## src/rtl/wb_arb_pkg.sv

```systemverilog
// Shared types and helpers for the two-master Wishbone arbiter.
package wb_arb_pkg;

    typedef enum logic [1:0] {
        IDLE = 2'd0,
        GNT0 = 2'd1,
        GNT1 = 2'd2,
        TOUT = 2'd3
    } arb_state_t;

    localparam logic M0 = 1'b0;
    localparam logic M1 = 1'b1;

    // Width of the watchdog counter; at least one bit so a disabled watchdog still elaborates.
    function automatic int wdt_width(input int timeout);
        return (timeout < 1) ? 1 : $clog2(timeout + 1);
    endfunction

endpackage

```

## src/rtl/wb_arb_wdt.sv

```systemverilog
// Bus watchdog: down-counter reloaded with TIMEOUT, expires at terminal count zero.
module wb_arb_wdt
    import wb_arb_pkg::*;
#(
    parameter int TIMEOUT = 255,
    parameter int CW      = wdt_width(TIMEOUT)
) (
    input  logic clk,
    input  logic rst_n,
    input  logic clr,
    input  logic en,
    output logic expire
);

    localparam logic [CW-1:0] LOAD_VAL = CW'(TIMEOUT);

    logic [CW-1:0] cnt;

    always_ff @(posedge clk or negedge rst_n) begin
        if (!rst_n) begin
            cnt <= LOAD_VAL;
        end else if (clr) begin
            cnt <= LOAD_VAL;
        end else if (en && (cnt != '0)) begin
            cnt <= cnt - CW'(1);
        end
    end

    // TIMEOUT of zero leaves the counter parked at zero and never expires.
    assign expire = (TIMEOUT != 0) && (cnt == '0);

endmodule

```

## src/rtl/wb_arb2.sv

```systemverilog
// Round-robin two-master to one-slave Wishbone B4 arbiter with a bus watchdog.
//   state | meaning
//   IDLE  | no owner, arbitrate requests
//   GNT0  | master 0 owns the slave for its cyc tenure
//   GNT1  | master 1 owns the slave for its cyc tenure
//   TOUT  | watchdog fired; slave isolated until the owner drops cyc
module wb_arb2
    import wb_arb_pkg::*;
#(
    parameter int AW      = 32,
    parameter int DW      = 32,
    parameter int TIMEOUT = 255
) (
    input  logic            wb_clk_i,
    input  logic            wb_rst_n_i,
    input  logic            wbm0_cyc_i,
    input  logic            wbm0_stb_i,
    input  logic            wbm0_we_i,
    input  logic [AW-1:0]   wbm0_adr_i,
    input  logic [DW-1:0]   wbm0_dat_i,
    input  logic [DW/8-1:0] wbm0_sel_i,
    output logic [DW-1:0]   wbm0_dat_o,
    output logic            wbm0_ack_o,
    output logic            wbm0_err_o,
    input  logic            wbm1_cyc_i,
    input  logic            wbm1_stb_i,
    input  logic            wbm1_we_i,
    input  logic [AW-1:0]   wbm1_adr_i,
    input  logic [DW-1:0]   wbm1_dat_i,
    input  logic [DW/8-1:0] wbm1_sel_i,
    output logic [DW-1:0]   wbm1_dat_o,
    output logic            wbm1_ack_o,
    output logic            wbm1_err_o,
    output logic            wbs_cyc_o,
    output logic            wbs_stb_o,
    output logic            wbs_we_o,
    output logic [AW-1:0]   wbs_adr_o,
    output logic [DW-1:0]   wbs_dat_o,
    output logic [DW/8-1:0] wbs_sel_o,
    input  logic [DW-1:0]   wbs_dat_i,
    input  logic            wbs_ack_i,
    input  logic            wbs_err_i,
    output logic [1:0]      grant_o,
    output logic            tout_o
);

    arb_state_t state;
    logic       last;
    logic       owner;
    logic       tout_q;
    logic [1:0] grant_q;

    logic req0, req1, in_gnt, own_idx, own_cyc, stall, wdt_exp;

    assign req0    = wbm0_cyc_i & wbm0_stb_i;
    assign req1    = wbm1_cyc_i & wbm1_stb_i;
    assign in_gnt  = (state == GNT0) || (state == GNT1);
    // In TOUT the registered owner still decides whose cyc ends the penalty.
    assign own_idx = (state == TOUT) ? owner : (state == GNT1);
    assign own_cyc = own_idx ? wbm1_cyc_i : wbm0_cyc_i;

    assign wbs_cyc_o = in_gnt & own_cyc;
    assign wbs_stb_o = in_gnt & (own_idx ? wbm1_stb_i : wbm0_stb_i);
    assign wbs_we_o  = in_gnt & (own_idx ? wbm1_we_i  : wbm0_we_i);
    assign wbs_adr_o = own_idx ? wbm1_adr_i : wbm0_adr_i;
    assign wbs_dat_o = own_idx ? wbm1_dat_i : wbm0_dat_i;
    assign wbs_sel_o = own_idx ? wbm1_sel_i : wbm0_sel_i;

    assign wbm0_dat_o = wbs_dat_i;
    assign wbm1_dat_o = wbs_dat_i;
    assign wbm0_ack_o = (state == GNT0) & wbs_ack_i;
    assign wbm1_ack_o = (state == GNT1) & wbs_ack_i;
    assign wbm0_err_o = ((state == GNT0) & wbs_err_i) | (tout_q & (owner == M0));
    assign wbm1_err_o = ((state == GNT1) & wbs_err_i) | (tout_q & (owner == M1));

    assign grant_o = grant_q;
    assign tout_o  = tout_q;

    // A termination in the expiry cycle wins over the watchdog.
    assign stall = wbs_stb_o & ~wbs_ack_i & ~wbs_err_i;

    wb_arb_wdt #(.TIMEOUT(TIMEOUT)) u_wdt (
        .clk    (wb_clk_i),
        .rst_n  (wb_rst_n_i),
        .clr    (~wbs_cyc_o | wbs_ack_i | wbs_err_i),
        .en     (wbs_stb_o),
        .expire (wdt_exp)
    );

    always_ff @(posedge wb_clk_i or negedge wb_rst_n_i) begin
        if (!wb_rst_n_i) begin
            state   <= IDLE;
            last    <= M1;
            owner   <= M0;
            tout_q  <= 1'b0;
            grant_q <= 2'b00;
        end else begin
            tout_q <= 1'b0;
            case (state)
                IDLE: begin
                    if (req0 && (!req1 || last == M1)) begin
                        state   <= GNT0;
                        grant_q <= 2'b01;
                    end else if (req1) begin
                        state   <= GNT1;
                        grant_q <= 2'b10;
                    end
                end
                GNT0: begin
                    if (!wbm0_cyc_i) begin
                        last <= M0;
                        if (req1) begin
                            state   <= GNT1;
                            grant_q <= 2'b10;
                        end else begin
                            state   <= IDLE;
                            grant_q <= 2'b00;
                        end
                    end else if (wdt_exp && stall) begin
                        state   <= TOUT;
                        owner   <= M0;
                        tout_q  <= 1'b1;
                        grant_q <= 2'b00;
                    end
                end
                GNT1: begin
                    if (!wbm1_cyc_i) begin
                        last <= M1;
                        if (req0) begin
                            state   <= GNT0;
                            grant_q <= 2'b01;
                        end else begin
                            state   <= IDLE;
                            grant_q <= 2'b00;
                        end
                    end else if (wdt_exp && stall) begin
                        state   <= TOUT;
                        owner   <= M1;
                        tout_q  <= 1'b1;
                        grant_q <= 2'b00;
                    end
                end
                TOUT: begin
                    if (!own_cyc) begin
                        last  <= owner;
                        state <= IDLE;
                    end
                end
                default: state <= IDLE;
            endcase
        end
    end

endmodule

```

## config.mk

```make
export PLATFORM = sky130hd
export DESIGN_NAME = wb_arb2
export DESIGN_NICKNAME = d
export VERILOG_FILES = /design/src/rtl/wb_arb_pkg.sv /design/src/rtl/wb_arb_wdt.sv /design/src/rtl/wb_arb2.sv
export SDC_FILE = /design/constraint.sdc
export NUM_CORES = 1
export LEC_CHECK = 0
export BUFFER_PORTS_ARGS = -buffer_cell sky130_fd_sc_hd__buf_2
export CORE_AREA = 2 2 124 126
export DETAILED_ROUTE_END_ITERATION = 7
export DIE_AREA = 0 0 126 128
export SYNTH_ARGS = -nofsm -noshare
export SYNTH_HDL_FRONTEND = slang
export SYNTH_SLANG_ARGS = --single-unit
```

## constraint.sdc

```tcl
create_clock -name wb_clk_i -period 3.9 [get_ports wb_clk_i]
set_input_delay 0.585 -clock wb_clk_i [delete_from_list [all_inputs] [get_ports wb_clk_i]]
set_output_delay 0.585 -clock wb_clk_i [all_outputs]
set_load 0.01 [all_outputs]
```

==> flow_summary.json <==
{
  "root_buffer": "clkbuf_16",
  "synthTopCellsByCount": "mux2_2 (70), buf_4 (64), clkbuf_1 (13)",
  "die_h_um": 128,
  "utilization_pct": 23.0,
  "synth_edf_count": 0,
  "hold_path.class": "in2async",
  "synth.area.top_cells": "mux2_2 (32%), buf_4 (19%), dfstp_2 (9.5%), dfrtp_1 (6.0%), ha_1 (4.0%)",
  "antenna_found_initial": 0,
  "drv_cap": 0,
  "ys_seq_elements": 15,
  "fin_crit_ns": 3.10,
  "post-synth-top-area-cell": "mux2_2",
  "rr_worst_depth": 6,
  "rsz0062_at_grt": "false",
  "first_iter_violations": 103,
  "synth.avg_cell_area_sq_um": 8.92,
  "arrival_ns": 2.52,
  "fin_crit_sh_pct": 79.5,
  "hold_viol": 0,
  "grt.met3_usage_pct": 5.93,
  "grt_use_met1_pct": 15.1,
  "cts_num_sinks": 15,
  "p_leak_nw": 1.69,
  "cts_hold_buf": 0,
  "r2r-start": "state[1]$_DFFE_PN0P_",
  "gr-max-usage-layer": "met2",
  "grt_util_met2_pct": 20.1,
  "syn2layout_area_growth_pct": 36.7,
  "synth.most_common_cell": "mux2_2",
  "synthArstFlopShare_pct": 100,
  "setup_viol": 0,
  "core-area_sq_mm": 0.0149,
  "synth_warnings": 0,
  "wl_per_cell_um": 18.1,
  "worstMarginPinSlew_ns": 0.534,
  "gp_congestion": 0.790,
  "nNetsFinal": 617,
  "powerDensity_mw_per_mm2": 601,
  "critPathLaunchType": "flop",
  "grt_max_degree": 42,
  "final_area_sq_mm": 0.00341,
  "finalMaxSlewViolations": 0,
  "numCtsBuffers": 3,
  "placed_area_sq_mm": 0.00333,
  "port_buffers": 223,
  "netlist_area_sq_mm": 0.00250,
  "path_class": "reg2out",
  "status": "finished, final reports clean",
  "synthCells": 280,
  "ir_drop_mv": 0.239,
  "track_usage_pct": 12.3,
  "vias": 2601,
  "cts.clk_slew.worst_paths_ns": 0.05,
  "io_pins": 320,
  "htreeDepth": 1,
  "drive_gt1_share_pct": 72.6,
  "nFillCells": 1653,
  "timing.hold.ws_ns": 0.238,
  "grt_pass1_wl_um": 15000,
  "hpwl_um": 9920,
  "clock_latency_ns": 0.25,
  "reg2reg_to": "u_wdt.cnt[7]$_DFFE_PN1P_",
  "post_drt_via_cell_ratio": 4.21,
  "max_slew_margin_pct": 64.3,
  "grt-ovfl-total": 0,
  "fmax_ghz": 0.323,
  "grt_pass1_vias": 2463,
  "power.total_w": 0.00205,
  "synth_top_area_share_pct": 31.5,
  "multiInputGateArea_sq_mm": 0.00155,
  "clockBufferDepth": 2,
  "finalSetupTns_ns": 0,
  "clock_skew_ns": 0.00733,
  "dr.pass1.iters": 4,
  "seq_area_sq_um": 387,
  "antenna_cells": 0,
  "cts_resized": 0,
  "crit_path_end_kind": "output port",
  "crit_required_ns": 3.31,
  "yosysSeqAreaShare_pct": 15.5,
  "rrSetupSlack_ns": 1.13,
  "syn_nets": 466,
  "final_antenna_net_count": 0,
  "die_x_um": 126,
  "synth_cell_types": 46,
  "finalWirelength_um": 11200,
  "start_util_pct": 16.8,
  "ys.flop_type": "dfstp_2",
  "route.detailed.drc": 0,
  "die-area_sq_mm": 0.0161,
  "rows": 45,
  "crit_path_max_fanout": 31,
  "cts_tree": "built",
  "post_cts_buffers": 0
}
## per-stage QoR
step	setup slack, ns	instances
2_1_floorplan	1.18	280
6_report	0.799	618
5_1_grt	0.622	618
3_3_place_gp	1.09	614
3_5_place_dp	1.04	614
4_1_cts	0.776	618
## cell usage in the layout, fill, tap and decap left out, types with 2 or more instances in the layout
cell type / instances
ha_1: 8
nor4_1: 2
mux2i_1: 5
clkbuf_16: 3
or4_1: 6
a211oi_1: 3
buf_4: 2
nor2b_1: 5
mux2_2: 70
nor3_1: 2
o311ai_0: 3
a21boi_0: 2
nand3_1: 11
o21ai_0: 6
a21oi_1: 2
dfrtp_1: 6
or3_1: 2
nor3b_1: 4
dfstp_2: 9
buf_2: 223
nor2_1: 8
inv_1: 8
nand2_1: 10
o31ai_1: 4
and2_1: 4
## cell type report
type / count / area share [%]
Multi-Input combinational cell: 178 / 45.4
Clock buffer: 3 / 2.20
Timing Repair Buffer: 225 / 33.1
Sequential cell: 15 / 11.3
Inverter: 8 / 0.879
Tap cell: 188 / 6.89
Clock inverter: 1 / 0.147
## flip-flops by register name, summed over array words and instances, names as in the netlist
name       count
last           1
tout_o         1
u_wdt.cnt      8
state          2
grant_o        2
owner          1
## power by group
part	total (W)	internal, W	switching, W
logic	0.00164	0.000772	0.000869
clock network	0.000201	0.000137	0.0000644
registers	0.000210	0.000183	0.0000266
## how the worst max path moves through the flow
stage	start	endpoint	slack (ns)	cells after the start
after detailed placement	state[1]$_DFFE_PN0P_	wbs_stb_o	1.04	6
after global placement	state[1]$_DFFE_PN0P_	wbs_stb_o	1.09	6
after CTS	state[1]$_DFFE_PN0P_	wbs_stb_o	0.78	6
after global routing	state[1]$_DFFE_PN0P_	wbs_stb_o	0.62	6
after floorplan	state[0]$_DFFE_PN0P_	wbs_dat_o[24]	1.18	6
final	state[1]$_DFFE_PN0P_	wbs_stb_o	0.80	6
## cell families after synthesis
group                      share of synthesized area [%]
muxes                                               34.1
adders and majority gates                           4.01
and+or+nand+nor                                     13.8
AOI/OAI and AO/OA                                   9.82
buffers and inverters                               22.8
DFF                                                 15.5
## worst max-delay path, cell delays in order (launching register included)
cell     delay [ns]
dfrtp_1        0.43
ha_1           0.34
mux2i_4        0.27
buf_4          0.38
mux2_2         0.49
inv_1          0.19
buf_2          0.16
## layer usage
metal	routed length [um]	up-vias	part of all wire [%]
met4	55	0	0.49
li1	-	1247	-
met2	5180	189	46
met5	0	-	0
met1	4540	1160	41
met3	1420	5	13
(Power assumes the default switching activity.)
